`src/rtl/bus_arbiter.sv`:
```
// bus_arbiter: shares one AXI-lite-style slave between the IFU (read) and LSU (read/write).
// Define ARB_RR_EN for round-robin IFU/LSU arbitration; default is fixed LSU-first priority.
module bus_arbiter #(
  parameter int ADDR_W = 32,
  parameter int DATA_W = 32
) (
  input  logic                clk,
  input  logic                rst,
  input  logic [ADDR_W-1:0]   ifu_araddr,
  input  logic                ifu_arvalid,
  output logic [DATA_W-1:0]   ifu_rdata,
  output logic                ifu_rvalid,
  input  logic [ADDR_W-1:0]   lsu_araddr,
  input  logic                lsu_arvalid,
  output logic [DATA_W-1:0]   lsu_rdata,
  output logic                lsu_rvalid,
  input  logic [ADDR_W-1:0]   lsu_awaddr,
  input  logic                lsu_awvalid,
  input  logic [DATA_W-1:0]   lsu_wdata,
  input  logic [DATA_W/8-1:0] lsu_wstrb,
  output logic                lsu_bvalid,
  output logic [ADDR_W-1:0]   mem_araddr,
  output logic                mem_arvalid,
  input  logic                mem_arready,
  input  logic [DATA_W-1:0]   mem_rdata,
  input  logic                mem_rvalid,
  output logic                mem_rready,
  output logic [ADDR_W-1:0]   mem_awaddr,
  output logic                mem_awvalid,
  input  logic                mem_awready,
  output logic [DATA_W-1:0]   mem_wdata,
  output logic [DATA_W/8-1:0] mem_wstrb,
  output logic                mem_wvalid,
  input  logic                mem_wready,
  input  logic                mem_bvalid,
  output logic                mem_bready,
  output logic [1:0]          arb_owner
);

  typedef enum logic [2:0] {
    IDLE,
    IFU_AR,
    IFU_R,
    LSU_AR,
    LSU_R,
    LSU_W,
    LSU_B
  } state_t;

  state_t state;
  state_t state_next;
  state_t grant_state;
  logic   aw_done;
  logic   aw_done_next;
  logic   w_done;
  logic   w_done_next;
  logic   lsu_req;
  state_t lsu_pick;

  // Write address/data and read data pass straight through; only the valids are sequenced
  assign mem_awaddr = lsu_awaddr;
  assign mem_wdata  = lsu_wdata;
  assign mem_wstrb  = lsu_wstrb;
  assign ifu_rdata  = mem_rdata;
  assign lsu_rdata  = mem_rdata;

  assign lsu_req  = lsu_awvalid | lsu_arvalid;
  assign lsu_pick = lsu_awvalid ? LSU_W : LSU_AR;

`ifdef ARB_RR_EN
  localparam logic OWNER_IFU = 1'b0;
  localparam logic OWNER_LSU = 1'b1;

  // last_owner remembers who won the most recent grant so the other side wins a tie
  logic last_owner;

  always_ff @(posedge clk) begin
    if (rst) begin
      last_owner <= OWNER_IFU;
    end else if (state == IDLE && state_next != IDLE) begin
      last_owner <= (state_next == IFU_AR) ? OWNER_IFU : OWNER_LSU;
    end
  end

  always_comb begin
    grant_state = IDLE;
    if (lsu_req && ifu_arvalid) begin
      grant_state = (last_owner == OWNER_LSU) ? IFU_AR : lsu_pick;
    end else if (lsu_req) begin
      grant_state = lsu_pick;
    end else if (ifu_arvalid) begin
      grant_state = IFU_AR;
    end
  end
`else
  always_comb begin
    grant_state = IDLE;
    if (lsu_req) begin
      grant_state = lsu_pick;
    end else if (ifu_arvalid) begin
      grant_state = IFU_AR;
    end
  end
`endif

  always_ff @(posedge clk) begin
    if (rst) begin
      state   <= IDLE;
      aw_done <= 1'b0;
      w_done  <= 1'b0;
    end else begin
      state   <= state_next;
      aw_done <= aw_done_next;
      w_done  <= w_done_next;
    end
  end

  // Next-state and handshake outputs; responses outside R/B states are never accepted
  always_comb begin
    state_next   = state;
    aw_done_next = aw_done;
    w_done_next  = w_done;
    arb_owner    = 2'd0;
    mem_araddr   = lsu_araddr;
    mem_arvalid  = 1'b0;
    mem_rready   = 1'b0;
    mem_awvalid  = 1'b0;
    mem_wvalid   = 1'b0;
    mem_bready   = 1'b0;
    ifu_rvalid   = 1'b0;
    lsu_rvalid   = 1'b0;
    lsu_bvalid   = 1'b0;
    case (state)
      IDLE: begin
        state_next = grant_state;
      end
      IFU_AR: begin
        arb_owner   = 2'd1;
        mem_arvalid = 1'b1;
        mem_araddr  = ifu_araddr;
        if (mem_arready) state_next = IFU_R;
      end
      IFU_R: begin
        arb_owner  = 2'd1;
        mem_rready = 1'b1;
        if (mem_rvalid) begin
          ifu_rvalid = 1'b1;
          state_next = IDLE;
        end
      end
      LSU_AR: begin
        arb_owner   = 2'd2;
        mem_arvalid = 1'b1;
        mem_araddr  = lsu_araddr;
        if (mem_arready) state_next = LSU_R;
      end
      LSU_R: begin
        arb_owner  = 2'd2;
        mem_rready = 1'b1;
        if (mem_rvalid) begin
          lsu_rvalid = 1'b1;
          state_next = IDLE;
        end
      end
      LSU_W: begin
        arb_owner   = 2'd2;
        mem_awvalid = !aw_done;
        mem_wvalid  = !w_done;
        if ((aw_done || mem_awready) && (w_done || mem_wready)) begin
          aw_done_next = 1'b0;
          w_done_next  = 1'b0;
          state_next   = LSU_B;
        end else begin
          aw_done_next = aw_done || mem_awready;
          w_done_next  = w_done || mem_wready;
        end
      end
      LSU_B: begin
        arb_owner  = 2'd2;
        mem_bready = 1'b1;
        if (mem_bvalid) begin
          lsu_bvalid = 1'b1;
          state_next = IDLE;
        end
      end
      default: begin
        state_next = IDLE;
      end
    endcase
  end

endmodule

```
`config.mk`:
```
export PLATFORM = sky130hd
export DESIGN_NAME = bus_arbiter
export DESIGN_NICKNAME = d
export VERILOG_FILES = /design/src/rtl/bus_arbiter.sv
export SDC_FILE = /design/constraint.sdc
export NUM_CORES = 1
export LEC_CHECK = 0
export ABC_CLOCK_PERIOD_IN_PS = 1900
export CORE_AREA = 2 2 134 136
export CTS_CLUSTER_SIZE = 40
export DETAILED_ROUTE_END_ITERATION = 12
export DIE_AREA = 0 0 136 138
export PLACE_DENSITY = 0.49
export SYNTH_ARGS = -nofsm -noshare
export SYNTH_HDL_FRONTEND = slang
export SYNTH_SLANG_ARGS = --single-unit
```
`constraint.sdc`:
```
create_clock -name clk -period 1.9 [get_ports clk]
set_clock_uncertainty 0.2 [all_clocks]
set_input_delay 0.475 -clock clk [delete_from_list [all_inputs] [get_ports clk]]
set_output_delay 0.475 -clock clk [all_outputs]
set_load 0.005 [all_outputs]
```
Word level (Yosys, flattened, before mapping)
Index checks and enable logic that the tools add are counted.
{"block": "classes", "add_sub_neg": 0, "n_div": 0, "n_reduce_logical": 11, "n_lt_le_gt_ge": 0, "bitwise": 1, "shift": 0, "eq_ne": 11, "n_mul": 0, "n_mux": 23}
{"cell": "$mux 32", "n": 1}
{"cell": "$mux 3", "n": 7}
{"cell": "$pmux 3 s6", "n": 1}
{"cell": "$mux 1", "n": 13}
{"cell": "$eq 3x3->1 const B", "n": 3}
{"cell": "$ne 2x2->1 const B", "n": 4}
{"cell": "$eq 3x2->1 const B", "n": 2}
{"cell": "$reduce_or 2->1", "n": 3}
{"cell": "$reduce_and 5->1", "n": 1}
{"cell": "$pmux 2 s2", "n": 1}
{"cell": "$reduce_or 4->1", "n": 1}
{"cell": "$eq 3x1->1 const B", "n": 1}
{"cell": "$logic_not 3->1", "n": 1}
{"cell": "$logic_not 1->1", "n": 2}
{"cell": "$logic_or 1x1->1", "n": 2}
{"cell": "$ne 2x1->1 const B", "n": 1}
{"cell": "$logic_and 1x1->1", "n": 1}
{"cell": "$or 1x1->1", "n": 1}
{"block": "totals", "romBits": 0, "mem_count": 0, "ff_bits": 5, "inputBits": 174, "ramBits": 0, "latchBits": 0, "word_cells": 49, "out_inout_bits": 174}

Depth between registers and ports, before layout
{"block": "depth", "depth_word": 4, "depth_mapped": 5, "ltp_nobuf": 3}

Worst setup path before layout
OpenSTA, ideal clock, no wires.
{"block": "synth_path", "path_kind": "register to output", "from": "reg state[1]", "to": "out mem_araddr[20]", "n_path_buf": 1, "t_required_ns": 1.225, "path_stages_with_launch": 5, "setup_slack_ns": -0.021, "arrival_ns": 1.246, "path_cell_list": "dfxtp_1 nand2b_1 nor2_1 buf_2 mux2_2"}
{"block": "synth_between", "elab_chain_len": 2}
{"item": "start, declared", "line_no": "50", "text": "state_t state;"}
{"item": "start signal, assigned", "line_no": "112", "text": "state <= state_next;"}
{"item": "$eq 3x1->1", "line_no": "133", "text": "case (state)"}
{"item": "$mux 32", "line_no": "133"}
{"item": "end, declared", "line_no": "22", "text": "output logic [ADDR_W-1:0] mem_araddr,"}
Every way passes these cells.

Worst setup path after layout
{"block": "layout_path", "from": "reg state[1]", "to": "out mem_araddr[24]"}
The elaborated chain is that of the path after synthesis.

==> results.cfg <==
[yosys]
synthesis.area_um2 = 1790
ys.flop_type = sky130_fd_sc_hd__dfxtp_1
synth-edff-count = 0
async_flop_share_pct = 0
syn_nets = 397
yosys_warnings = 0
synthesis.instances = 223
synthDistinctLibCells = 31
synth-seq-area-share_pct = 5.59
synth.ff_latch_count = 5
post_synth.cell_area_avg_um2 = 8.03

[layout]
layout-drive-gt1-share_pct = 54.1
n_antenna_cell = 0
finalNetCount = 408
layout-area-overhead-vs-synth_pct = 56.3
final_util_pct = 16.0
fin_area_um2 = 2800
fill_cell_instance_count_of_the_final_layout = 1968

[sta]
hold_slack_ns = 0.341
fmax_achieved_mhz = 445
final_period_demand_of_the_worst_path_ns = 2.24
setup_viol = 39
grt_setup_unrepaired = yes
final_critical_path_setup_slack_ns = -0.345
max_slew_margin_pct = 73.7
max_slew_violations = 0
tightestPinTransition_ns = 0.390
final.setup.tns_ns = -10.57
finalHoldViolCount = 0
period_share_pct = 118

[clocking]
cts.clk_slew.worst_paths_ns = 0.03
cts_max_path_buffers = 2
num_cts_buffers = 3
clk_sinks = 5
cts.htree.levels = 1
cts_hold_repair.buffers = 0
tritoncts_clock_tree = done
root_buffer = sky130_fd_sc_hd__clkbuf_16
insertion_delay_ns = 0.23

[run]
cap_viol_max_count = 0

[global_route]
pin_count_of_the_biggest_net_entering_global_routing = 12
overflow = 0
global_route.usage.total_pct = 7.05
grt_first_pass_wirelength_um = 9720
antenna_found_initial = 0
first_global_vias = 1504

[worst_setup_path]
cp.arrival_ns = 1.57
worstPathCellList = nand2b_4 > nor2_4 > buf_6 > buf_12 > mux2_4 > buf_6
crit_path_top_delay_cell = sky130_fd_sc_hd__dfxtp_2
total_buffers_and_inverters_traversed_by_the_critical_path = 3
cp-start-kind = register
critPathRequiredTime_ns = 1.22
timing.critical_path.to_type = output pin
critical-path-top-delay-family = buffers and inverters
path_class = register to output pin
critical_path_peak_fanout = 8
worst_path_largest_cell_delay_ns = 0.31
critical-path-top-cell-by-count = sky130_fd_sc_hd__buf_6

[power]
power_leakage_uw = 0.00118
powerDensity_nw_per_um2 = 1110
power.switching_uw = 1060
peakVddDrop_uv = 418
seq_power_share_pct = 6.1
power_frac_comb_pct = 82.7
swShare_pct = 34.1
power_frac_clock_pct = 11.1
internal_power_uw = 2040

[drt]
number_of_drc_markers_after_the_initial_detailed_route_iteration = 28
route.final.wire_length_um = 7340
ant_nets = 0
firstDrtPassIters = 4
num_vias = 1429
drc_errors = 0
wire_per_inst_um = 15.9
drt-vias-per-instance = 3.09

[floorplanning]
placeableCoreArea_um2 = 17500
io_pins = 348
start_util_pct = 10.2
die_width_um = 136
die_area_um2 = 18800
num_rows = 49
dieHeight_um = 138

[placed_design]
dpl-instance-area_um2 = 2320
portBuffers = 115
place.detailed.hpwl_um = 5510
finalWeightedCongestion = 0.755

[hold_path]
hold_path_class = register to register

[status]
violations = negative setup slack
run_status = finished, violations left
-- synthesized netlist by cell type, types with 2 or more instances --
master | count | share of area (%)
sky130_fd_sc_hd__mux2_1 | 2 | 1.3
sky130_fd_sc_hd__nand2b_1 | 2 | 0.70
sky130_fd_sc_hd__a21oi_1 | 5 | 1.4
sky130_fd_sc_hd__nor2_1 | 6 | 1.3
sky130_fd_sc_hd__xnor2_1 | 2 | 0.98
sky130_fd_sc_hd__or3_1 | 2 | 0.70
sky130_fd_sc_hd__inv_1 | 2 | 0.42
sky130_fd_sc_hd__buf_2 | 7 | 2.0
sky130_fd_sc_hd__o21a_1 | 2 | 0.84
sky130_fd_sc_hd__dfxtp_1 | 5 | 5.6
sky130_fd_sc_hd__a21o_1 | 2 | 0.84
sky130_fd_sc_hd__nand2_1 | 3 | 0.63
sky130_fd_sc_hd__buf_4 | 133 | 56
sky130_fd_sc_hd__nor3b_1 | 2 | 0.84
sky130_fd_sc_hd__mux2_2 | 30 | 19
sky130_fd_sc_hd__nor3_1 | 3 | 0.84
-- tightest hold or removal path, cell delays in order, from the launching register on --
cell                      delay [ns]
sky130_fd_sc_hd__dfxtp_1        0.32
sky130_fd_sc_hd__a21oi_1        0.12
sky130_fd_sc_hd__nor3_1         0.05
-- what timing repair did --
action,in CTS,in global routing
pin swaps,5,8
gates cloned,5,0
resized for setup,235,32
buffers inserted,9,8
setup endpoints to repair,43,42
-- metal layers --
metal	GRT usage [%]	vias to the layer above	part of all wire (%)
li1	-	624	-
met1	6.05	663	29
met2	14.8	114	58
met3	1.80	28	10
met4	2.69	0	2.9
met5	0	-	0
-- layout by cell type, fill, tap and decap left out, types with 3 or more instances in the layout --
cell	synthesis	layout
sky130_fd_sc_hd__buf_12	0	3
sky130_fd_sc_hd__clkdlybuf4s50_1	0	71
sky130_fd_sc_hd__buf_2	7	6
sky130_fd_sc_hd__nor2_4	0	3
sky130_fd_sc_hd__clkbuf_16	0	3
sky130_fd_sc_hd__dlygate4sd2_1	0	3
sky130_fd_sc_hd__buf_4	133	18
sky130_fd_sc_hd__mux2_4	0	32
sky130_fd_sc_hd__nor3_1	3	3
sky130_fd_sc_hd__a21oi_1	5	4
sky130_fd_sc_hd__buf_6	0	41
-- cells by family after synthesis --
kind of cell / synth area share, %
flops: 5.59
simple gates: 8.95
compound gates: 6.22
buf+inv: 58.1
mux: 20.1
xor+xnor: 0.979
-- power by group through the flow --
stage          Clock [uW]  Sequential (uW)  Combinational, uW
6_report              345              190               2560
5_1_grt               360              196               2740
4_1_cts               349              186               2600
3_5_place_dp            0              164               1800
3_3_place_gp            0              162               1790
2_1_floorplan           0              156               1030
-- state kept, by name (all words and copies together) (netlist names) --
register	flops
aw_done	1
w_done	1
state	3
-- final cells by class --
type | instances | area [um^2] | share of cell area [%]
Timing Repair Buffer | 146 | 1460 | 52.2
Multi-Input combinational cell | 76 | 857 | 30.6
Tap cell | 229 | 287 | 10.2
Sequential cell | 5 | 106 | 3.80
Clock buffer | 4 | 78.8 | 2.82
Inverter | 2 | 7.51 | 0.268
-- worst paths after layout --
check,end,depth (start not counted),slack [ns],start
worst max-delay path,mem_araddr[24],6,-0.34,state[1]
worst min register to register,aw_done,2,0.34,aw_done
worst max register to register,state[1],7,0.02,state[1]
worst min-delay path,aw_done,2,0.34,aw_done
-- per-stage QoR --
step / setup WS [ns] / cells / total power (uW)
after global routing: -0.407 / 462 / 3300
final: -0.345 / 462 / 3100
after detailed placement: -0.474 / 441 / 1960
after floorplan: -0.0208 / 223 / 1180
after CTS: -0.450 / 459 / 3130
after global placement: -0.469 / 441 / 1950
Note: power is estimated with default switching activity, not from simulation.
